==> config.mk <==
export PLATFORM = sky130hd
export DESIGN_NAME = multi_cycle_ctrl
export DESIGN_NICKNAME = d
export VERILOG_FILES = /design/src/rtl/multi_cycle_ctrl_pkg.sv /design/src/rtl/multi_cycle_ctrl_decode.sv /design/src/rtl/multi_cycle_ctrl.sv
export SDC_FILE = /design/constraint.sdc
export NUM_CORES = 1
export LEC_CHECK = 0
export ABC_AREA = 1
export BUFFER_PORTS_ARGS = -buffer_cell sky130_fd_sc_hd__buf_2
export CORE_UTILIZATION = 50
export CTS_BUF_LIST = sky130_fd_sc_hd__clkbuf_16
export DETAILED_ROUTE_END_ITERATION = 8
export PLACE_DENSITY = 0.8
export REMOVE_ABC_BUFFERS = 1
export SYNTH_ARGS = -nofsm -noshare
export SYNTH_HDL_FRONTEND = slang
export SYNTH_SLANG_ARGS = --single-unit
==> constraint.sdc <==
create_clock -name clk -period 2.6 [get_ports clk]
set_clock_uncertainty 0.05 [all_clocks]
set_input_delay 0.65 -clock clk [delete_from_list [all_inputs] [get_ports clk]]
set_output_delay 0.65 -clock clk [all_outputs]
set_load 0.05 [all_outputs]
==> src/rtl/multi_cycle_ctrl_pkg.sv <==
// multi_cycle_ctrl_pkg: shared FSM, instruction-class, ALU and mux-select encodings
package multi_cycle_ctrl_pkg;
  typedef enum logic [2:0] {S_FETCH, S_DECODE, S_EXEC, S_MEM, S_WB, S_ERR} state_t;
  typedef enum logic [3:0] {C_RTYPE, C_JR, C_ORI, C_LUI, C_LW, C_SW, C_BEQ, C_J, C_JAL, C_ILL} iclass_t;
  localparam logic [3:0] ALU_ADD = 4'b0010;
  localparam logic [3:0] ALU_SUB = 4'b0110;
  localparam logic [3:0] ALU_OR  = 4'b0001;
  localparam logic [3:0] ALU_AND = 4'b0000;
  localparam logic [3:0] ALU_SLL = 4'b1111;
  localparam logic [3:0] ALU_XOR = 4'b1110;
  localparam logic [5:0] OP_RTYPE = 6'b000000;
  localparam logic [5:0] OP_ORI   = 6'b001101;
  localparam logic [5:0] OP_LUI   = 6'b001111;
  localparam logic [5:0] OP_LW    = 6'b100011;
  localparam logic [5:0] OP_SW    = 6'b101011;
  localparam logic [5:0] OP_BEQ   = 6'b000100;
  localparam logic [5:0] OP_J     = 6'b000010;
  localparam logic [5:0] OP_JAL   = 6'b000011;
  localparam logic [5:0] F_ADDU = 6'b100001;
  localparam logic [5:0] F_SUBU = 6'b100011;
  localparam logic [5:0] F_SLL  = 6'b000000;
  localparam logic [5:0] F_XOR  = 6'b100110;
  localparam logic [5:0] F_JR   = 6'b001000;
  localparam logic [1:0] PC_ALU = 2'd0, PC_ALUOUT = 2'd1, PC_JUMP = 2'd2, PC_RS = 2'd3;
  localparam logic SRCA_PC = 1'b0, SRCA_RS = 1'b1;
  localparam logic [1:0] SRCB_RT = 2'd0, SRCB_4 = 2'd1, SRCB_IMM = 2'd2, SRCB_IMMSH = 2'd3;
  localparam logic [1:0] DST_RT = 2'd0, DST_RD = 2'd1, DST_RA = 2'd2;
  localparam logic [1:0] WD_ALU = 2'd0, WD_MEM = 2'd1, WD_PC = 2'd2, WD_LUI = 2'd3;
  function automatic logic [3:0] rtype_alu_op(input logic [5:0] funct);
    return (funct == F_SUBU) ? ALU_SUB : (funct == F_SLL) ? ALU_SLL :
           (funct == F_XOR) ? ALU_XOR : ALU_ADD;
  endfunction
endpackage

==> src/rtl/multi_cycle_ctrl_decode.sv <==
// mc_decode: maps opcode/funct to an instruction class and a legality flag
module mc_decode
  import multi_cycle_ctrl_pkg::*;
(
  input  logic [5:0] i_opcode,
  input  logic [5:0] i_funct,
  output iclass_t    o_class,
  output logic       o_legal
);
  logic w_r_ok;
  assign w_r_ok = i_funct inside {F_ADDU, F_SUBU, F_SLL, F_XOR};
  always_comb begin
    o_class = C_ILL;
    case (i_opcode)
      OP_RTYPE: o_class = (i_funct == F_JR) ? C_JR : w_r_ok ? C_RTYPE : C_ILL;
      OP_ORI:   o_class = C_ORI;
      OP_LUI:   o_class = C_LUI;
      OP_LW:    o_class = C_LW;
      OP_SW:    o_class = C_SW;
      OP_BEQ:   o_class = C_BEQ;
      OP_J:     o_class = C_J;
      OP_JAL:   o_class = C_JAL;
      default:  o_class = C_ILL;
    endcase
  end
  assign o_legal = o_class != C_ILL;
endmodule

==> src/rtl/multi_cycle_ctrl.sv <==
// multi_cycle_ctrl: multi-cycle MIPS-subset control FSM with memory-wait timeout and sticky faults
module multi_cycle_ctrl
  import multi_cycle_ctrl_pkg::*;
#(
  parameter int TIMEOUT_CYCLES = 16
) (
  input  logic       clk,
  input  logic       rst_n,
  input  logic [5:0] opcode,
  input  logic [5:0] funct,
  input  logic       zero,
  input  logic       mem_ready,
  output logic       mem_req,
  output logic       mem_we,
  output logic       ir_write,
  output logic       pc_write,
  output logic [1:0] pc_src,
  output logic [3:0] alu_op,
  output logic       alu_src_a,
  output logic [1:0] alu_src_b,
  output logic       reg_write,
  output logic [1:0] reg_dst,
  output logic [1:0] wd_src,
  output logic       illegal,
  output logic       timeout
);
  localparam int CW = $clog2(TIMEOUT_CYCLES + 1);
  state_t     r_state, w_next;
  logic [CW-1:0] r_wait;
  logic       r_illegal, r_timeout;
  iclass_t    w_class;
  logic       w_legal, w_waiting, w_expire;
  logic       w_mem_req, w_mem_we, w_ir_write, w_pc_write, w_reg_write;
  mc_decode u_decode (.i_opcode(opcode), .i_funct(funct), .o_class(w_class), .o_legal(w_legal));
  assign w_waiting = (r_state == S_FETCH) || (r_state == S_MEM);
  // ready in the last allowed cycle still completes; only a low final cycle expires
  assign w_expire  = w_waiting && !mem_ready && (r_wait == CW'(TIMEOUT_CYCLES - 1));
  always_ff @(posedge clk or negedge rst_n) begin
    if (!rst_n) begin
      r_state   <= S_FETCH;
      r_wait    <= '0;
      r_illegal <= 1'b0;
      r_timeout <= 1'b0;
    end else begin
      r_state   <= w_next;
      r_wait    <= (w_waiting && !mem_ready) ? r_wait + CW'(1) : '0;
      r_illegal <= r_illegal | ((r_state == S_DECODE) && !w_legal);
      r_timeout <= r_timeout | w_expire;
    end
  end
  always_comb begin
    w_next = r_state;
    case (r_state)
      S_FETCH:  w_next = mem_ready ? S_DECODE : w_expire ? S_ERR : S_FETCH;
      S_DECODE: w_next = !w_legal ? S_ERR : (w_class inside {C_J, C_JAL, C_JR}) ? S_FETCH : S_EXEC;
      S_EXEC:   w_next = (w_class inside {C_LW, C_SW}) ? S_MEM :
                         (w_class inside {C_LUI, C_BEQ}) ? S_FETCH : S_WB;
      S_MEM:    w_next = mem_ready ? ((w_class == C_SW) ? S_FETCH : S_WB) : w_expire ? S_ERR : S_MEM;
      S_WB:     w_next = S_FETCH;
      default:  w_next = S_ERR;
    endcase
  end
  always_comb begin
    w_mem_req   = 1'b0;
    w_mem_we    = 1'b0;
    w_ir_write  = 1'b0;
    w_pc_write  = 1'b0;
    w_reg_write = 1'b0;
    pc_src      = PC_ALU;
    alu_op      = ALU_ADD;
    alu_src_a   = SRCA_PC;
    alu_src_b   = SRCB_RT;
    reg_dst     = DST_RT;
    wd_src      = WD_ALU;
    case (r_state)
      S_FETCH: begin
        w_mem_req  = 1'b1;
        w_ir_write = mem_ready;
        w_pc_write = mem_ready;
        alu_src_b  = SRCB_4;
      end
      S_DECODE: begin
        alu_src_b   = SRCB_IMMSH;
        w_pc_write  = w_class inside {C_J, C_JAL, C_JR};
        pc_src      = (w_class == C_JR) ? PC_RS : PC_JUMP;
        w_reg_write = w_class == C_JAL;
        reg_dst     = DST_RA;
        wd_src      = WD_PC;
      end
      S_EXEC: begin
        alu_src_a   = SRCA_RS;
        alu_src_b   = (w_class inside {C_RTYPE, C_BEQ}) ? SRCB_RT : SRCB_IMM;
        alu_op      = (w_class == C_RTYPE) ? rtype_alu_op(funct) : (w_class == C_ORI) ? ALU_OR :
                      (w_class == C_BEQ) ? ALU_SUB : ALU_ADD;
        w_pc_write  = (w_class == C_BEQ) && zero;
        pc_src      = PC_ALUOUT;
        w_reg_write = w_class == C_LUI;
        wd_src      = WD_LUI;
      end
      S_MEM: begin
        w_mem_req = 1'b1;
        w_mem_we  = w_class == C_SW;
      end
      S_WB: begin
        w_reg_write = 1'b1;
        reg_dst     = (w_class == C_RTYPE) ? DST_RD : DST_RT;
        wd_src      = (w_class == C_LW) ? WD_MEM : WD_ALU;
      end
      default: ;
    endcase
  end
  // strobes are gated by reset so nothing fires while the FSM is held in FETCH
  assign mem_req   = rst_n & w_mem_req;
  assign mem_we    = rst_n & w_mem_we;
  assign ir_write  = rst_n & w_ir_write;
  assign pc_write  = rst_n & w_pc_write;
  assign reg_write = rst_n & w_reg_write;
  assign illegal   = r_illegal;
  assign timeout   = r_timeout;
endmodule

# After elaboration in Yosys (flattened, before gate mapping)
# Cells that the tools add are included.
# totals
regBits	10
# classes
n_reduce_logical	17
n_addsub	1
muxes	35
eq_ne	25
bitwise_logic	7
# op_table
operator	count
$pmux 4 s8	1
$eq 6x6->1 const B	5
$mux 3	10
$mux 4	7
$eq 6x4->1 const B	3
$eq 4x3->1 const B	4
$pmux 3 s5	1
$eq 6x2->1 const B	2
$logic_not 6->1	2
$pmux 2 s3	2
$eq 4x2->1 const B	2
$pmux 2 s2	2
$mux 1	7
$eq 3x2->1 const B	2
$eq 6x3->1 const B	1
$pmux 1 s3	2
$reduce_bool 2->1	3
$add 5x1->5 const B	1
$and 1x1->1	5
$eq 5x4->1 const B	1
$mux 5	1
$eq 4x1->1 const B	1
$eq 4x4->1 const B	1
$logic_and 1x1->1	4
12 further kinds	15

# Depth between registers and ports, before layout
# Gate-level depths: netlist of run 1.
# logic_depth
ltp_word	10
ltp_mapped	13
depth_no_buf	13

# Cells and area by module
# Synthesis of run 1 repeated with hierarchy kept, for this count alone.
# hier_totals
hier_cells	188
hier_area_um2	1077.3
# modules_own_cells
mod	area_per_inst_um2	seq_area_each_um2	cells_each	instances
multi_cycle_ctrl	793.3	250.2	132	1
mc_decode	284.0	0.0	56	1

# Worst setup path before layout of run 1
# OpenSTA, ideal clock, no wires.
# synth_path
path_kind	reg2out
from	register r_state[2]
to	output port pc_src[0]
stages_incl_launch_ff	4
required_time_ns	1.900
arrival_time_ns	3.221
n_path_buf	0
path_slack_ns	-1.321
path_cell_list	dfrtp_1 -> nor3_1 -> inv_1 -> o21ai_0
# synth_via
elab_chain_len	2
# synth_rtl
element	line_no	rtl
from (decl)	multi_cycle_ctrl.sv:28	state_t r_state, w_next;
from (signal assigned)	multi_cycle_ctrl.sv:45	r_state <= w_next;
$eq 3x2->1 or $eq 3x1->1 (tied branches)	multi_cycle_ctrl.sv:75	case (r_state)
$pmux 2 s2 *	multi_cycle_ctrl.sv:75	
to (decl)	multi_cycle_ctrl.sv:17	output logic [1:0] pc_src,
# Mark *: on every way between the ends. The rest lies on a longest branch, timed or not.

# Final worst setup path of run 1
# layout_path
from	input port funct[4]
to	output port pc_write
# layout_via
elab_chain_len	9
# layout_rtl
element	line_no	rtl
from (decl)	multi_cycle_ctrl.sv:10	input logic [5:0] funct,
$eq 6x6->1 or $logic_not 6->1 (tied branches)	multi_cycle_ctrl_decode.sv:11	assign w_r_ok = i_funct inside {F_ADDU, F_SUBU, F_SLL, F_XOR};
$reduce_bool 4->1	multi_cycle_ctrl_decode.sv:11	
$mux 4	multi_cycle_ctrl_decode.sv:15	OP_RTYPE: o_class = (i_funct == F_JR) ? C_JR : w_r_ok ? C_RTYPE : C_ILL;
$mux 4 *	multi_cycle_ctrl_decode.sv:15	
$pmux 4 s8 *	multi_cycle_ctrl_decode.sv:14	case (i_opcode)
$eq 4x3->1 (tied with other cells)	multi_cycle_ctrl.sv:84	w_pc_write = w_class inside {C_J, C_JAL, C_JR};
$reduce_bool 3->1 or $logic_and 1x1->1 (tied branches)	multi_cycle_ctrl.sv:84, multi_cycle_ctrl.sv:95	
$pmux 1 s3 *	multi_cycle_ctrl.sv:75	
$and 1x1->1 *	multi_cycle_ctrl.sv:116	assign pc_write = rst_n & w_pc_write;
to (decl)	multi_cycle_ctrl.sv:16	output logic pc_write,
# Marks and branches as above.

==> impl_metrics.yaml, run 1 <==
status:
  status: "complete, but fails checks"
  violations: "negative setup slack"
final_layout:
  area_growth_pct: 68.1
  final_common_cell: "inv_1"
  final_core_util_pct: 89.9
  fillers: 93
  num_antenna_cells: 0
  drive_gt1_share_pct: 48.9
  mostFrequentLayoutCells: "29 x inv_1, 25 x buf_4, 24 x nand2_1"
  fin_nets: 252
route:
  vias_per_cell: 5.54
  remaining_drc_errors: 0
  highest_layer: "met4"
  drt_iter0_markers: 73
  routed-wl-met2_mm: 2.08
  ant_nets: 0
  dr_wl_met3_um: 249
  wl_met1_mm: 1.56
  detail_route.wl_per_cell_um: 15.5
  vias: 1440
  wl_mm: 4.02
  dr.pass1.iters: 4
grt:
  grt_pass1_wl_mm: 5.15
  grt_remaining_overflow: 0
  grtUsageTotal_pct: 32.5
  grt_max_degree: 12
  grt_pass1_vias: 1258
  grt_antenna_before_repair: 0
hold_path:
  hold_class: "in2async"
critical_path:
  worstSetupEndpointType: "output pin"
  reg2reg_slack_ns: 0.71
  critPathLaunch: "funct[4]"
  worstSetupPathType: "in2out"
  start_kind: "primary input"
  r2r_start: "r_state[1]$_DFF_PN0_"
  cp.arrival_ns: 2.16
  required_ns: 1.90
  r2r-end: "r_state[1]$_DFF_PN0_"
  ff2ff_path_depth: 8
  critPathMaxFanout: 3
sta:
  hold_viol: 0
  hold_ws_ns: 0.300
  post-route-period-util_pct: 110
  finalMaxSlewViolations: 0
  fin_crit_ns: 2.86
  setup_viol: 8
  relSlewSlack_pct: 69.2
  fmax_ghz: 0.350
  setup_tns_ns: -1.30
  rsz0062_at_grt: "yes"
  max_slew.worst_pin.slew_ns: 0.459
  setup_slack_ns: -0.256
clock_network:
  cts_root_buf: "clkbuf_16"
  cts_tree: "yes"
  insertion_delay_ns: 0.23
  cts_buffers: 3
  clockBufferDepth: 2
  htreeDepth: 1
  clk_pin_slew_ns: 0.04
  clock-sinks: 10
logic_synthesis:
  synth_top_family_by_area: "simple AND/OR/NAND/NOR gates"
  syn-mean-instance-area_um2: 6.24
  ys_types: 30
  syn_area_mm2: 0.00105
  synth_warnings: 0
  ys_ff_latch: 10
  synth_compound_gate_area_share_pct: 9.79
  muxShareOfSynthArea_pct: 0
  yosysSeqAreaShare_pct: 23.9
  synth-simple-area-share_pct: 51.0
  synth_fa_ha_area_share_pct: 2.39
  syn_inst: 168
  synthXorXnorAreaFrac_pct: 0.835
power:
  p_int_uw: 406
  pwr-share-comb_pct: 21.4
  power_density_mw_per_mm2: 306
  vdd_drop_max_uv: 679
  p_leak_uw: 0.000920
  clock_power_share_pct: 49.6
  switching_share_pct: 24.6
  p_switching_uw: 133
  pwr-share-seq_pct: 29.0
floorplanning:
  die_x_um: 47.8
  die_h_um: 47.8
  ios: 36
  rows: 16
  die_area_mm2: 0.00228
  core_area_mm2: 0.00196
  initial_core_util_pct: 53.4
place:
  dp_hpwl_mm: 2.37
  gp_congestion: 0.964
  io_buffers: 35
job:
  drv_cap: 0
-- cell families (layout without fill, tap and decap cells) --
logic type	Yosys count	count (layout)
and+or+nand+nor	105	105
buffers and inverters	34	99
AOI/OAI and AO/OA	16	16
DFF	10	10
adders and majority gates	2	2
xor gates and xnor gates	1	1
-- area by class of cell --
type	instances	area (um2)	share of cell area [%]
repair buffers	61	485	27.5
multi-input cells	124	787	44.6
flip-flops and latches	10	250	14.2
clock buffers	3	75.1	4.26
inverters	34	128	7.24
clock inverters	1	3.75	0.213
well taps	27	33.8	1.92
-- layer usage --
| metal | track usage, % | vias up |
|---|---|---|
| li1 | - | 663 |
| met1 | 38.3 | 661 |
| met2 | 55.4 | 95 |
| met3 | 8.30 | 21 |
| met4 | 14.4 | 0 |
| met5 | 0 | - |
-- Yosys cell counts, drive strengths merged --
cell type | instances | area [um2]
nand2 | 37 | 156
nor2 | 37 | 159
inv | 34 | 128
nand3 | 16 | 108
dfrtp | 10 | 250
nor3 | 8 | 66.3
o21ai | 7 | 38.8
nand4 | 4 | 25.0
a21oi | 3 | 18.8
a31oi | 2 | 12.5
ha | 2 | 25.0
o211ai | 2 | 15.0
or2 | 2 | 12.5
a211oi | 1 | 7.51
a41o | 1 | 10.0
nor3b | 1 | 7.51
xor2 | 1 | 8.76
-- registers in the layout (all words and copies together), names as in the netlist --
register	flops
illegal	1
r_wait	5
timeout	1
r_state	3
-- power groups by stage --
stage	Sequential (uW)	Combinational (uW)	Clock, uW
2_1_floorplan	159	39.1	0
3_3_place_gp	158	75.7	0
3_5_place_dp	158	80.1	0
4_1_cts	156	99.2	272
5_1_grt	156	123	281
6_report	156	115	268
-- repair_timing --
action / in CTS / in global routing
resized for setup: 43 / 32
setup buffers: 3 / 3
gates cloned: 0 / 0
pin swaps: 8 / 21
hold buffers: 0 / 0
endpoints found under the setup margin: 9 / 9
-- stage by stage --
step                setup slack [ns]  instances  total power [uW]  area (um2)
global placement              -0.178        250               234        1410
CTS                          -0.0876        257               527        1650
floorplan                      -1.32        168               198        1050
detailed placement            -0.261        250               239        1410
global route                  -0.416        260               560        1760
finish                        -0.256        260               539        1760
-- worst max-delay path: stages --
cell and delay, ns:
buf_6 0.10, nor2_2 0.17, nand3_2 0.14, nand2_2 0.10, nor2_1 0.04, nand2_1 0.11
nand3_4 0.10, nor2_4 0.15, nand2_2 0.09, nand2_2 0.09, nand2_2 0.06, a21oi_2 0.17
buf_6 0.18
-- worst max path at each step --
stage | to | slack (ns)
after floorplan | pc_src[0] | -1.32
after global placement | pc_write | -0.18
after detailed placement | pc_write | -0.26
after CTS | alu_op[2] | -0.09
after global routing | alu_op[2] | -0.42
final | pc_write | -0.26
No activity file was read; power rests on OpenSTA's default activity.
==> inputs of run 2 (changes only) <==
==> constraint.sdc (replaced) <==
create_clock -name clk -period 2.9 [get_ports clk]
set_clock_uncertainty 0.05 [all_clocks]
set_input_delay 0.725 -clock clk [delete_from_list [all_inputs] [get_ports clk]]
set_output_delay 0.725 -clock clk [all_outputs]
set_load 0.05 [all_outputs]
==> run 2 against run 1 <==
The run now ends clean; total power is 13% lower; sequential cell count stayed put; count of clock-buffer cells in the layout stayed put; combinational power is 22% lower; global-route usage is 7.1 points lower; via count is 10% lower; sequential share of layout area is 1.5 points higher; clock power is 12% lower; register-to-register slack better by 0.34 ns; die area stayed put; cell area is 9.7% lower.
==> impl_metrics.yaml, run 2 (synthesis gave the netlist of run 1 again) <==
place:
  io_buffers: 35
  dp_cells: 244
  gp_congestion: 0.925
  dp_hpwl_mm: 2.24
grt:
  grt_pass1_wl_mm: 4.12
  grtUsageTotal_pct: 25.4
  grt_antenna_before_repair: 0
  grt_remaining_overflow: 0
  grt_max_degree: 8
  grt_pass1_vias: 1048
power:
  finalPower_uw: 467
  power_density_mw_per_mm2: 293
  p_leak_uw: 0.000863
  vdd_drop_max_uv: 499
critical_path:
  worstSetupEndpointType: "output pin"
  critPathMaxFanout: 4
  critPathMaxStageDelay_ns: 0.19
  worstSetupPathType: "in2out"
  required_ns: 2.12
  critPathSlowestCell: "nor2_2"
  start_kind: "primary input"
  reg2reg_slack_ns: 1.05
  path_cells: "buf_8, inv_4, nand3_1, nor2_2, nor2_2, nand2_4, nand3_4, nor2_4, nand2_2, nand2_2, o21ai_1, nor2_1, buf_6"
  cp.arrival_ns: 2.09
sta:
  fmax_ghz: 0.348
  hold_viol: 0
  hold_ws_ns: 0.260
  setup_viol: 0
  setup_tns_ns: 0
  rsz0062_at_grt: "yes"
  post-route-period-util_pct: 99.0
  relSlewSlack_pct: 70.9
  max_slew.worst_pin.slew_ns: 0.435
  finalMaxSlewViolations: 0
  fin_crit_ns: 2.87
route:
  wl_mm: 3.24
  remaining_drc_errors: 0
  detail_route.wl_per_cell_um: 12.9
  vias: 1291
  dr.pass1.iters: 4
  drt_iter0_markers: 44
  ant_nets: 0
  vias_per_cell: 5.16
final_layout:
  mostFrequentLayoutCells: "29 x inv_1, 26 x nand2_1, 25 x buf_2"
  final_common_cell: "inv_1"
  largest-register: "r_wait"
  final_core_util_pct: 81.2
  largest_register_ffs: 5
  reg_top3: "r_wait x5, r_state x3"
  fin_nets: 242
  final_cells: 250
  drive_gt1_share_pct: 43.0
  area_growth_pct: 51.9
  num_antenna_cells: 0
floorplanning:
  core_area_mm2: 0.00196
  ios: 36
  die_area_mm2: 0.00228
  rows: 16
  initial_core_util_pct: 53.4
  die_h_um: 47.8
  die_x_um: 47.8
hold_path:
  hold_class: "in2async"
clock_network:
  htreeDepth: 1
  clockBufferDepth: 2
  clock-sinks: 10
  insertion_delay_ns: 0.23
  cts_root_buf: "clkbuf_16"
  cts_tree: "yes"
  clk_pin_slew_ns: 0.04
  cts_buffers: 3
  hold_buffers: 0
status:
  status: "finished, final reports clean"
job:
  drv_cap: 0
[run 2: cell types whose count changed in the layout (fill, tap and decap cells not counted), moves of 3 or more]
cell     change
buf_4        -6
buf_6        -8
nor2_4       -3
buf_2        +6
nand2_2      -4
[run 2: area by class of cell]
class | instances | area [um2]
clock buffer | 3 | 75.1
clock inverter | 1 | 3.75
fill | 148 | 369
inverter | 34 | 133
multi-input combinational | 124 | 747
sequential | 10 | 250
tap | 27 | 33.8
timing repair buffer | 51 | 350
[run 2: path summary, 6_finish.rpt]
| path | from | to | cells after the start |
|---|---|---|---|
| setup / recovery | opcode[4] | alu_op[2] | 13 |
| hold / removal | rst_n | r_state[2]$_DFF_PN0_ | 1 |
| setup reg to reg | r_state[2]$_DFF_PN0_ | r_state[1]$_DFF_PN0_ | 6 |
| hold reg to reg | timeout$_DFF_PN0_ | timeout$_DFF_PN0_ | 1 |
| max in group asynchronous | rst_n | r_wait[1]$_DFF_PN0_ | 2 |
| min in group clk | timeout$_DFF_PN0_ | timeout$_DFF_PN0_ | 1 |
[run 2: timing repair]
action / 4_1_cts / 5_1_grt
endpoints found under the setup margin: 4 / 8
hold endpoints to repair: 0 / 0
setup buffers: 0 / 2
resized for setup: 8 / 42
pin swaps: 0 / 15
[run 2: layer usage]
metal,routed length (um),part of all wire [%],GRT usage [%],vias up
met2,1610,50,43.2,52
met5,0,0,0,-
met3,174,5.4,6.04,2
met1,1430,44,34.2,591
met4,21,0.65,1.67,0
li1,-,-,-,646
[run 2: power breakdown]
part	switching, uW	internal (uW)
sequential	0	140
combinational	52.5	37.2
clock	56.9	180
total	109	357
[run 2: worst max-delay path, delay by kind of cell]
family | cells | cell delay (ns)
buf+inv | 3 | 0.34
compound gates | 1 | 0.06
simple gates | 9 | 0.97
[run 2: per-stage QoR]
step | instance area, um2 | setup slack, ns
global route | 1590 | -0.0689
global placement | 1360 | -0.0236
detailed placement | 1360 | -0.0812
finish | 1590 | 0.0304
CTS | 1470 | 0.00790
floorplan | 1050 | -1.10
